## src/rtl/dcache_direct.sv

```systemverilog
// Direct-mapped, write-through, no-write-allocate data cache in front of ExternalMemory.
// Optional hit/miss statistics counters are built when DCACHE_STATS_EN is defined.
module dcache_direct #(
   parameter int MEM_WIDTH   = 32,
   parameter int MEM_SIZE    = 256,
   parameter int CACHE_LINES = 16,
   parameter int MEM_LATENCY = 2
) (
   input  logic                         clk,
   input  logic                         rst_n,
   input  logic [$clog2(MEM_SIZE)-1:0]  cpu_addr,
   input  logic                         cpu_read_en,
   input  logic                         cpu_write_en,
   input  logic [MEM_WIDTH-1:0]         cpu_write_val,
   output logic [MEM_WIDTH-1:0]         cpu_read_val,
   output logic                         cpu_stall,
   output logic [$clog2(MEM_SIZE)-1:0]  mem_addr,
   output logic                         mem_read_en,
   output logic                         mem_write_en,
   output logic [MEM_WIDTH-1:0]         mem_write_val,
   input  logic [MEM_WIDTH-1:0]         mem_read_val
`ifdef DCACHE_STATS_EN
   ,
   output logic [31:0]                  hit_count,
   output logic [31:0]                  miss_count
`endif
);

   // state | meaning
   // IDLE  | serve read hits, detect misses and stores
   // FILL  | external read of the missed word, line written on last cycle
   // WRITE | external write-through of the store

   localparam int AW = $clog2(MEM_SIZE);
   localparam int IW = $clog2(CACHE_LINES);
   localparam int TW = AW - IW;
   localparam int LW = (MEM_LATENCY > 1) ? $clog2(MEM_LATENCY) : 1;

   typedef enum logic [1:0] {IDLE, FILL, WRITE} state_t;

   state_t                 state, state_nxt;
   logic [LW-1:0]          lat_cnt;
   logic                   wr_done;
   logic [CACHE_LINES-1:0] valid;
   logic [TW-1:0]          tag_arr  [CACHE_LINES];
   logic [MEM_WIDTH-1:0]   data_arr [CACHE_LINES];

   logic [IW-1:0] idx;
   logic [TW-1:0] tag;
   logic [IW-1:0] fill_idx;
   logic [TW-1:0] fill_tag;
   logic          line_match;
   logic          read_req;
   logic          write_req;
   logic          lat_last;

   assign idx        = cpu_addr[IW-1:0];
   assign tag        = cpu_addr[AW-1:IW];
   assign fill_idx   = mem_addr[IW-1:0];
   assign fill_tag   = mem_addr[AW-1:IW];
   assign line_match = valid[idx] && (tag_arr[idx] == tag);
   assign read_req   = cpu_read_en && !cpu_write_en;
   // The held store is released for exactly one IDLE cycle after its WRITE completes.
   assign write_req  = cpu_write_en && !wr_done;
   assign lat_last   = (lat_cnt == LW'(MEM_LATENCY - 1));

   always_comb begin
      state_nxt    = state;
      cpu_stall    = 1'b0;
      cpu_read_val = '0;
      mem_read_en  = 1'b0;
      mem_write_en = 1'b0;
      case (state)
         IDLE: begin
            if (write_req) begin
               cpu_stall = 1'b1;
               state_nxt = WRITE;
            end else if (read_req && !line_match) begin
               cpu_stall = 1'b1;
               state_nxt = FILL;
            end else if (read_req) begin
               cpu_read_val = data_arr[idx];
            end
         end
         FILL: begin
            cpu_stall   = 1'b1;
            mem_read_en = 1'b1;
            if (lat_last) state_nxt = IDLE;
         end
         WRITE: begin
            cpu_stall    = 1'b1;
            mem_write_en = 1'b1;
            if (lat_last) state_nxt = IDLE;
         end
         default: state_nxt = IDLE;
      endcase
   end

   always_ff @(posedge clk) begin
      if (!rst_n) begin
         state         <= IDLE;
         lat_cnt       <= '0;
         wr_done       <= 1'b0;
         valid         <= '0;
         mem_addr      <= '0;
         mem_write_val <= '0;
      end else begin
         state   <= state_nxt;
         wr_done <= (state == WRITE) && lat_last;
         if (state == IDLE) begin
            lat_cnt <= '0;
            if (state_nxt != IDLE) mem_addr <= cpu_addr;
            if (state_nxt == WRITE) mem_write_val <= cpu_write_val;
         end else if (lat_last) begin
            lat_cnt       <= '0;
            mem_addr      <= '0;
            mem_write_val <= '0;
            if (state == FILL) valid[fill_idx] <= 1'b1;
         end else begin
            lat_cnt <= lat_cnt + LW'(1);
         end
      end
   end

   // Payload arrays carry no reset; the valid bits alone qualify them.
   always_ff @(posedge clk) begin
      if (rst_n) begin
         if (state == IDLE && write_req && line_match)
            data_arr[idx] <= cpu_write_val;
         if (state == FILL && lat_last) begin
            data_arr[fill_idx] <= mem_read_val;
            tag_arr[fill_idx]  <= fill_tag;
         end
      end
   end

`ifdef DCACHE_STATS_EN
   always_ff @(posedge clk) begin
      if (!rst_n) begin
         hit_count  <= '0;
         miss_count <= '0;
      end else begin
         if (state == IDLE && !write_req && read_req && line_match && hit_count != '1)
            hit_count <= hit_count + 32'd1;
         if (state == IDLE && state_nxt == FILL && miss_count != '1)
            miss_count <= miss_count + 32'd1;
      end
   end
`endif

endmodule

```

## config.mk

```make
export PLATFORM = sky130hd
export DESIGN_NAME = dcache_direct
export DESIGN_NICKNAME = d
export VERILOG_FILES = /design/src/rtl/dcache_direct.sv
export SDC_FILE = /design/constraint.sdc
export NUM_CORES = 1
export LEC_CHECK = 0
export BUFFER_PORTS_ARGS = -buffer_cell sky130_fd_sc_hd__buf_2
export CAP_MARGIN = 20
export CORE_MARGIN = 1.5
export CORE_UTILIZATION = 40
export DETAILED_ROUTE_END_ITERATION = 6
export HOLD_SLACK_MARGIN = 0.15
export SYNTH_ARGS = -nofsm -noshare
export SYNTH_HDL_FRONTEND = slang
export SYNTH_SLANG_ARGS = --single-unit
```

## constraint.sdc

```tcl
create_clock -name clk -period 11.2 [get_ports clk]
set_clock_uncertainty 0.05 [all_clocks]
set_input_delay 0.56 -clock clk [delete_from_list [all_inputs] [get_ports clk]]
set_output_delay 0.56 -clock clk [all_outputs]
set_load 0.01 [all_outputs]
```

==> results.md, run 1 <==
- Worst IR drop on VDD: 0.000107 V
- Clock H-tree levels: 3
- DR vias: ~13000
- Critical path class: input port to primary output
- CP Launch Type: input port
- Routability congestion estimate: roughly 0.75
- Max cap viols: 0
- Endpoints failing setup: 0
- Share of cells above drive strength 1: 0.306
- Largest net degree at the start of global routing: between 60 and 70
- Maximum net fanout on the critical path: 55
- Hold crit path type: input port to flop
- Clock latency on the worst-skew pair: ~0.60 ns
- Min Tclk post-route: about 5.3 ns
- First-pass GRT wire length: 83.2 mm
- # rows: between 90 and 100
- Core Region: about 0.062 mm2
- Crit end category: primary output
- Initial Utilization: 0.405
- Ports: 151
- Post-CTS Setup Inserts: 0
- PwrDens: around 180 mW/mm2
- CTS tree: done
- DR vias/cell: 5.32
- Final Core Density: 0.475
- WHS: approximately 0.17 ns
- CP max stage delay: between 0.6 and 0.7 ns
- 1st-iter DRT viols: roughly 960
- Clock sink count: approximately 640
- Post-synth EDFFs: 576
- Post-CTS Hold Fix Bufs: 24
- CP max stage cell: buf_4
- TritonRoute pass-1 iters: 5
- Status: completed
- Nets: ~1600
- IO buf count: 150
- Critical Path RT: 10.59 ns
- Vias in the first global route: approximately 13000
- Critical Path, Cell by Cell: buf_6 > buf_4 > mux4_2 > mux2_2 > or3b_1 > a32o_1 > a2111oi_4 > nand2b_2 > nor2b_1 > buf_2
- Die Wd: approximately 250 um
- Unrepaired setup endpoints after global routing: no
- CTS root buffer: clkbuf_16
- Synth Register Bits: around 640
- Final wirelength: approximately 56 mm
- Die height: 253 um
- Routed len/inst: ~23 um
- Layout fillers: roughly 5200
- Setup TNS: 0 ns
- Netlist cell types: 44
- Worst slew pin tran: approximately 1.1 ns
- Worst path arrival time: roughly 4.7 ns
- Residual DRC: 0
- Seq/Total Area, Yosys: 0.740
- Mapped cell area: 0.0250 mm2
- Gr usage total: 0.178
- Slew headroom: 0.265
- Max-slew violation count: 0
- Num CTS Buffers: 69
- GRT overflow: 0
- Area grow syn2layout: 17.4%
- Final Hold Vio Count: 0
- Clock transition at path regs: ~0.060 ns
- Final HPWL DP: ~33 mm
- Fmax: roughly 190 MHz
- Post-synthesis cell count: approximately 1300
- Antenna Diode Count: 0
- Fin crit share: 0.476
- Static leakage power: about 10 nW
- Post-DRT Antenna Nets: 0
- Post-cts resize count: 0
- Syn_area_per_cell: 19.1 um2
- Worst-case clock buffer depth: 3
- Syn nets: 1388
- Initial antenna violation count: 0
- Die Footprint: 0.0640 mm2
- Primary FF master, synth: edfxtp_1
- Post-synth ARST share: 0
- Placed Cells: between 2000 and 2500
- Synthesis Warnings: 0
- Non-filler cells, final: approximately 2400
layer usage:
layer / global-route usage / vias up / part of all wire
met4: 0.0431 / 0 / 0.017
li1: - / 5626 / -
met2: 0.290 / 310 / 0.49
met3: 0.0304 / 71 / 0.040
met5: 0 / - / 0
met1: 0.251 / 6741 / 0.45
per-stage QoR:
stage	setup WS (ns)	instance area (um2)	power (mW)
after floorplan	6.58	25000	2.88
after global placement	5.68	26900	3.01
after detailed placement	5.59	26900	3.01
after CTS	5.86	29300	5.19
after global routing	5.61	29300	5.29
final	5.87	29300	5.14
worst max-delay path, delay by kind of cell:
kind	cells	cell delay, ns
simple gates	3	1.33
buf+inv	3	1.32
mux	2	0.71
compound gates	2	0.64
flip-flops by register name, indices dropped and copies added (netlist names):
register,flops
data_arr,512
mem_write_val,32
tag_arr,64
wr_done,1
state,2
lat_cnt,1
mem_addr,8
valid,16
report_power, final:
part / total [mW] / switching, mW / internal [mW]
sequential: 2.65 / 0.0275 / 2.62
clock: 2.18 / 0.908 / 1.27
combinational: 0.315 / 0.188 / 0.127
layout by cell type (no fill, tap or decap), types with 7 or more instances in the layout:
cell type / n
nor2_1: 35
o21a_1: 13
clkbuf_1: 25
mux2i_1: 16
clkbuf_16: 70
nand2b_1: 7
dfxtp_1: 60
nor2b_1: 40
dlygate4sd3_1: 24
a21oi_1: 8
buf_4: 24
nor2_4: 16
edfxtp_1: 576
nand2_1: 154
buf_2: 147
mux4_2: 178
nand3_1: 37
o21ai_0: 33
clkinv_1: 9
clkbuf_8: 8
worst paths after layout:
check / from / to / slack [ns] / cells past startpoint
worst max register to register: tag_arr[10][1]$_DFFE_PP_ / data_arr[15][23]$_DFFE_PP_ / 7.09 / 9
worst min-delay path: cpu_write_val[3] / mem_write_val[3]$_SDFFE_PN0P_ / 0.17 / 3
worst min register to register: valid[9]$_SDFFE_PN0P_ / valid[9]$_SDFFE_PN0P_ / 0.41 / 1
worst max-delay path: cpu_addr[1] / cpu_read_val[24] / 5.87 / 10
cell usage after synthesis (2+ instances only):
cell,count,area share
mux2i_1,16,0.0064
o21a_1,13,0.0039
nor3_1,5,0.0010
inv_1,5,0.00075
mux2_2,3,0.0014
clkbuf_1,49,0.0074
or2_2,4,0.0010
a211oi_1,2,0.00060
a2bb2oi_1,3,0.0011
and3_1,3,0.00075
edfxtp_1,576,0.69
xor2_1,5,0.0018
o21ai_0,33,0.0066
mux4_2,178,0.16
dfxtp_1,60,0.048
nand3_1,38,0.0076
nand2b_1,8,0.0020
nor2b_1,40,0.010
o31a_1,2,0.00070
nor2_1,51,0.0077
a21oi_1,8,0.0016
a31oi_1,4,0.0010
o22a_1,2,0.00070
buf_1,22,0.0033
nand2_1,154,0.023
ha_1,5,0.0025
cells by family (layout without fill, tap and decap cells):
logic type | after synthesis | after routing | share of synthesized area
buf+inv | 79 | 331 | 0.0124
fa+ha+maj | 5 | 5 | 0.00250
simple gates | 308 | 308 | 0.0547
xor+xnor | 5 | 5 | 0.00175
flops | 636 | 636 | 0.740
mux | 197 | 197 | 0.168
compound gates | 77 | 77 | 0.0207
cell type report:
cell class | count | area, um2 | area share
clock inverter | 24 | 236 | 0.00806
tap | 837 | 1050 | 0.0357
multi-input combinational | 592 | 6340 | 0.216
timing repair buffer | 199 | 1240 | 0.0422
clock buffer | 103 | 1960 | 0.0667
sequential | 636 | 18500 | 0.631
inverter | 5 | 18.8 | 0.000640
Power figures use the tool's default switching activity.
==> inputs of run 2 (changes only) <==
==> constraint.sdc (replaced) <==
create_clock -name clk -period 5.3 [get_ports clk]
set_clock_uncertainty 0.05 [all_clocks]
set_input_delay 0.265 -clock clk [delete_from_list [all_inputs] [get_ports clk]]
set_output_delay 0.265 -clock clk [all_outputs]
set_load 0.01 [all_outputs]
==> run 2 against run 1 <==
Non-clock buffer count grew 31. Clock power increased by 110%. Critical endpoint is now cpu_read_val[15]. Largest power group unchanged. Clock-buffer cell count is 14 lower. Worst hold slack better by 0.094 ns. Cell count increased by 1.0%. Sequential share of layout area shrank 0.81 points.
==> results.md, run 2 (synthesis gave the netlist of run 1 again) <==
- Status: completed
- PwrDens: 366 mW/mm2 (+110%)
- # rows: 91 (unchanged)
- Max cap viols: 0 (unchanged)
- Initial antenna violation count: 4 (+4)
- Slew headroom: 0.259 (-0.00553)
- Fmax: 216 MHz
- Ports: 151 (unchanged)
- Post-cts resize count: 0 (unchanged)
- CTS tree: done
- Gr usage total: 0.183 (+0.00516)
- 1st-iter DRT viols: 1138 (+18%)
- Vias in the first global route: 13400 (+3.1%)
- HP Start: mem_read_val[15]
- Core Region: 0.0617 mm2 (unchanged)
- Final Hold Vio Count: 0 (unchanged)
- Max-slew violation count: 0 (unchanged)
- Maximum net fanout on the critical path: 32 (-42%)
- Max FFs per register: 512 (unchanged)
- Nets: 1613 (+1.8%)
- Static leakage power: 9.89 nW (+1.8%)
- Power, Total: 10.9 mW (+110%)
- Initial Utilization: 0.405 (unchanged)
- Reg2reg setup slack: 1.29 ns (-5.80 ns)
- Reg2reg end: data_arr[12][4]$_DFFE_PP_
- Final HPWL DP: 34.6 mm (+4.3%)
- Largest registers: data_arr x512, tag_arr x64, mem_write_val x32
- Worst Setup SP: cpu_addr[0]
- Unrepaired setup endpoints after global routing: no
- Min Tclk post-route: 4.63 ns
- CTS root buffer: clkbuf_16
- First-pass GRT wire length: 85.7 mm (+3.0%)
- Critical path class: input port to primary output
- Num CTS Buffers: 67 (-2.9%)
- Die Wd: 253 um (unchanged)
- Clock H-tree levels: 3 (unchanged)
- Most frequent cells in the layout: 576 x edfxtp_1, 178 x mux4_2, 154 x nand2_1
- Final wirelength: 57.3 mm (+3.3%)
- R2R Path Start: tag_arr[11][1]$_DFFE_PP_
- Hold crit path type: input port to flop
- Critical Path RT: 4.99 ns (-5.60 ns)
- Area grow syn2layout: 18.9%
- Reg2Reg Depth: 9 (unchanged)
- IO buf count: 150 (unchanged)
- DR vias/cell: 5.35 (+0.61%)
- Routability congestion estimate: 0.762 (+1.9%)
- CP Launch Type: input port
- Crit end category: primary output
- Routed len/inst: 23.7 um (+2.2%)
- Die Footprint: 0.0640 mm2 (unchanged)
- Post-DRT Antenna Nets: 0 (unchanged)
- DR vias: 13000 (+1.7%)
- Residual DRC: 0 (unchanged)
- Largest net degree at the start of global routing: 108 (+66%)
- Layout fillers: 5174 (-0.46%)
- Worst-case clock buffer depth: 3 (unchanged)
- Worst IR drop on VDD: 0.000201 V (+89%)
- TritonRoute pass-1 iters: 5 (unchanged)
- Setup TNS: 0 ns (unchanged)
- Endpoints failing setup: 0 (unchanged)
- Worst Setup EP: cpu_read_val[15]
- Largest Register: data_arr
- Worst slew pin tran: 1.11 ns (+0.00826 ns)
- Worst path arrival time: 4.31 ns (-0.41 ns)
- GRT overflow: 0 (unchanged)
- Clock latency on the worst-skew pair: 0.60 ns (about the same)
- Die height: 253 um (unchanged)
- Clock transition at path regs: 0.06 ns (about the same)
- Share of cells above drive strength 1: 0.309 (+0.00314)
- Most common cell after layout, fill and taps aside: edfxtp_1
- Clock sink count: 636 (unchanged)
- Fin crit share: 0.873
## run 2: cell types whose count changed in the layout (fill, tap and decap cells not counted), sizes merged, moves of 4 or more
cell         before  now
inv               8   13
dlygate4sd3      24   48
clkinvlp          0    4
clkinv           19   14
buf             175  182
clkbuf          103   89
## run 2: routing by layer
layer  routed length, um  vias up  GRT usage
met2               28100      405      0.296
li1                    -     5683          -
met3                3500       80     0.0307
met5                   0        -          0
met4                1410        0     0.0623
met1               24400     6792      0.254
## run 2: power by group
part	switching, mW	internal (mW)
logic	0.400	0.294
registers	0.0605	5.53
clock network	1.93	2.66
total	2.39	8.48
## run 2: cell type report
type	instances	area, um2	area share
Antenna cell	2	5.00	0.000168
Clock buffer	89	1820	0.0613
Clock inverter	30	338	0.0114
Inverter	5	18.8	0.000631
Multi-Input combinational cell	592	6340	0.213
Sequential cell	636	18500	0.622
Tap cell	837	1050	0.0352
Timing Repair Buffer	230	1650	0.0554
## run 2: how the worst min path moves through the flow
stage | endpoint | slack (ns) | cells after the start
final | data_arr[7][15]$_DFFE_PP_ | 0.27 | 3
after global routing | data_arr[7][15]$_DFFE_PP_ | 0.33 | 3
after detailed placement | valid[10]$_SDFFE_PN0P_ | 0.40 | 1
after global placement | valid[11]$_SDFFE_PN0P_ | 0.40 | 1
after floorplan | mem_write_val[0]$_SDFFE_PN0P_ | 0.35 | 2
after CTS | data_arr[7][15]$_DFFE_PP_ | 0.25 | 3
## run 2: worst max-delay path: stages
cell and delay, ns:
dlygate4sd3_1 0.57, buf_8 0.26, buf_4 0.50, mux4_2 0.33, a2bb2oi_1 0.21, nand3b_1 0.11, a32o_1 0.31, a2111oi_4 0.48
nand2b_2 0.72, nor2b_1 0.35, buf_2 0.17
## run 2: through the flow
stage	hold slack, ns	setup slack, ns	instances	instance area (um2)	util
2_1_floorplan	0.355	0.972	1307	25000	-
3_3_place_gp	0.396	1.02	2251	27000	0.438
3_5_place_dp	0.399	0.952	2251	27000	0.438
4_1_cts	0.248	0.579	2418	29700	0.481
5_1_grt	0.330	0.357	2419	29700	0.482
6_report	0.268	0.673	2421	29700	0.482
## run 2: timing repair
action                    4_1_cts  5_1_grt
hold endpoints to repair       38        0
hold buffers                   48        0
setup buffers                   0        0
==> inputs of run 3 (changes only) <==
==> constraint.sdc (replaced) <==
create_clock -name clk -period 4.8 [get_ports clk]
set_clock_uncertainty 0.05 [all_clocks]
set_input_delay 0.24 -clock clk [delete_from_list [all_inputs] [get_ports clk]]
set_output_delay 0.24 -clock clk [all_outputs]
set_load 0.01 [all_outputs]
==> run 3 against run 2 <==
Clock power up 12%. Sequential cell count unchanged. Total power up 11%. Combinational power up 7.6%. Cell count unchanged. Clock-buffer cell count down 3. Largest cell class unchanged. Largest power group unchanged.
==> results.md, run 3 (synthesis gave the netlist of run 1 again) <==
- Nets: 1609 (-0.25%)
- Gr usage total: 0.180 (-0.00286)
- Slew headroom: 0.312 (+0.0530)
- Max-slew violation count: 0 (unchanged)
- Static leakage power: 9.85 nW (-0.40%)
- Maximum net fanout on the critical path: 46 (+44%)
- Worst path arrival time: 3.68 ns (-0.63 ns)
- Initial Utilization: 0.405 (unchanged)
- Hold crit path type: input port to flop
- Post-DRT Antenna Nets: 0 (unchanged)
- IO buf count: 150 (unchanged)
- Most frequent cells in the layout: 576 x edfxtp_1, 178 x mux4_2, 154 x nand2_1
- Worst-case clock buffer depth: 3 (unchanged)
- Hold endpoint: valid[12]$_SDFFE_PN0P_
- CTS tree: done
- Worst slew pin tran: 1.03 ns (-0.0792 ns)
- Max cap viols: 0 (unchanged)
- Unrepaired setup endpoints after global routing: no
- CTS root buffer: clkbuf_16
- Post-cts resize count: 0 (unchanged)
- WHS: 0.181 ns (-0.0866 ns)
- DR vias: 12800 (-0.87%)
- HP Start: rst_n
- Core Region: 0.0617 mm2 (unchanged)
- Clock H-tree levels: 3 (unchanged)
- Fin crit share: 0.827
- Routability congestion estimate: 0.772 (+1.4%)
- Power, Total: 12.0 mW (+11%)
- Largest net degree at the start of global routing: 59 (-45%)
- CP delay by family, top: buffers and inverters
- Endpoints failing setup: 0 (unchanged)
- Largest registers: data_arr x512, tag_arr x64, mem_write_val x32
- Setup TNS: 0 ns (unchanged)
- Clock latency on the worst-skew pair: 0.60 ns (about the same)
- Final wirelength: 56.3 mm (-1.8%)
- CP Launch Type: input port
- Final HPWL DP: 33.6 mm (-2.7%)
- 1st-iter DRT viols: 894 (-21%)
- Crit end category: primary output
- Min Tclk post-route: between 3 and 4 ns
- CP bufs+invs: 4 (unchanged)
- Num CTS Buffers: 68 (+1.5%)
- Area grow syn2layout: 18.6%
- CP max stage delay: 0.55 ns (-0.17 ns)
- Largest Register: data_arr
- Reg2reg setup slack: 1.20 ns (-0.09 ns)
- TritonRoute pass-1 iters: 5 (unchanged)
- Reg2reg end: data_arr[7][30]$_DFFE_PP_
- PwrDens: 406 mW/mm2 (+11%)
- Initial antenna violation count: 1 (-3)
- DR vias/cell: 5.31 (-0.87%)
- Share of cells above drive strength 1: 0.310 (+0.000436)
- Die Footprint: 0.0640 mm2 (unchanged)
- R2R Path Start: tag_arr[15][1]$_DFFE_PP_
- Fmax: approximately 250 MHz
- Worst IR drop on VDD: 0.000227 V (+13%)
- Residual DRC: 0 (unchanged)
- Most common cell after layout, fill and taps aside: edfxtp_1
- Critical Path, Cell by Cell: dlygate4sd3_1 > buf_6 > mux4_2 > mux2_2 > or3b_1 > a32o_1 > a2111oi_4 > nand2b_2 > buf_4 > nor2b_1 > buf_2
- Status: completed
- First-pass GRT wire length: 84.3 mm (-1.7%)
- CP max stage cell: dlygate4sd3_1
- GRT overflow: 0 (unchanged)
- Critical path class: input port to primary output
- Reg2Reg Depth: 9 (unchanged)
- Routed len/inst: 23.3 um (-1.8%)
- # rows: 91 (unchanged)
- Final Hold Vio Count: 0 (unchanged)
- Clock sink count: 636 (unchanged)
- Final Core Density: 0.480 (-0.00109)
- Critical path depth: 11 (unchanged)
- Clock transition at path regs: 0.06 ns (about the same)
- Vias in the first global route: 13300 (-1.1%)
- Ports: 151 (unchanged)
- Hold path cells: 2 (-1)
- Die height: 253 um (unchanged)
- Die Wd: 253 um (unchanged)
- Critical Path RT: 4.51 ns (-0.48 ns)
- Max FFs per register: 512 (unchanged)
run 3: metrics by stage:
step	std cells	worst slack, ns	cell area, um2
after global routing	2420	0.613	29600
after detailed placement	2257	0.832	27100
after global placement	2257	0.952	27100
after floorplan	1307	0.497	25000
after CTS	2419	0.794	29600
final	2421	0.831	29700
run 3: power by group:
group	switching, mW	internal, mW
sequential	0.0659	6.11
combinational	0.440	0.308
clock	2.15	2.98
run 3: layout make-up:
type                    count  area (um2)
clock buffers              86        1770
flip-flops and latches    636       18500
fillers                  5170       32100
inverters                   5        18.8
repair buffers            225        1550
diodes                      1        2.50
well taps                 837        1050
multi-input cells         592        6340
clock inverters            39         422
run 3: worst register-to-register path, delay by kind of cell, from the launching register on:
| kind | cells | cell delay, ns |
|---|---|---|
| DFF | 1 | 0.37 |
| buffers and inverters | 1 | 0.35 |
| muxes | 2 | 0.75 |
| and+or+nand+nor | 3 | 0.66 |
| AOI/OAI and AO/OA | 3 | 1.03 |
run 3: per-layer routing:
metal / vias up / GRT usage / wire (um)
met5: - / 0 / 0
met4: 0 / 0.0539 / 1090
met3: 72 / 0.0325 / 3180
met2: 382 / 0.290 / 27500
met1: 6732 / 0.252 / 24600
li1: 5661 / - / -
run 3: how the worst max path moves through the flow:
stage                     start                        end  slack (ns)
global placement    cpu_addr[0]  data_arr[7][29]$_DFFE_PP_        0.95
global route        cpu_addr[1]           cpu_read_val[12]        0.61
floorplan           cpu_addr[1]   data_arr[6][0]$_DFFE_PP_        0.50
detailed placement  cpu_addr[0]  data_arr[7][24]$_DFFE_PP_        0.83
CTS                 cpu_addr[1]           cpu_read_val[15]        0.79
finish              cpu_addr[1]           cpu_read_val[12]        0.83
run 3: repair_timing:
| item | in CTS | in global routing |
|---|---|---|
| endpoints found under the setup margin | 0 | 0 |
| endpoints found under the hold margin | 37 | 0 |
| setup buffers | 0 | 0 |
| hold buffers | 37 | 0 |
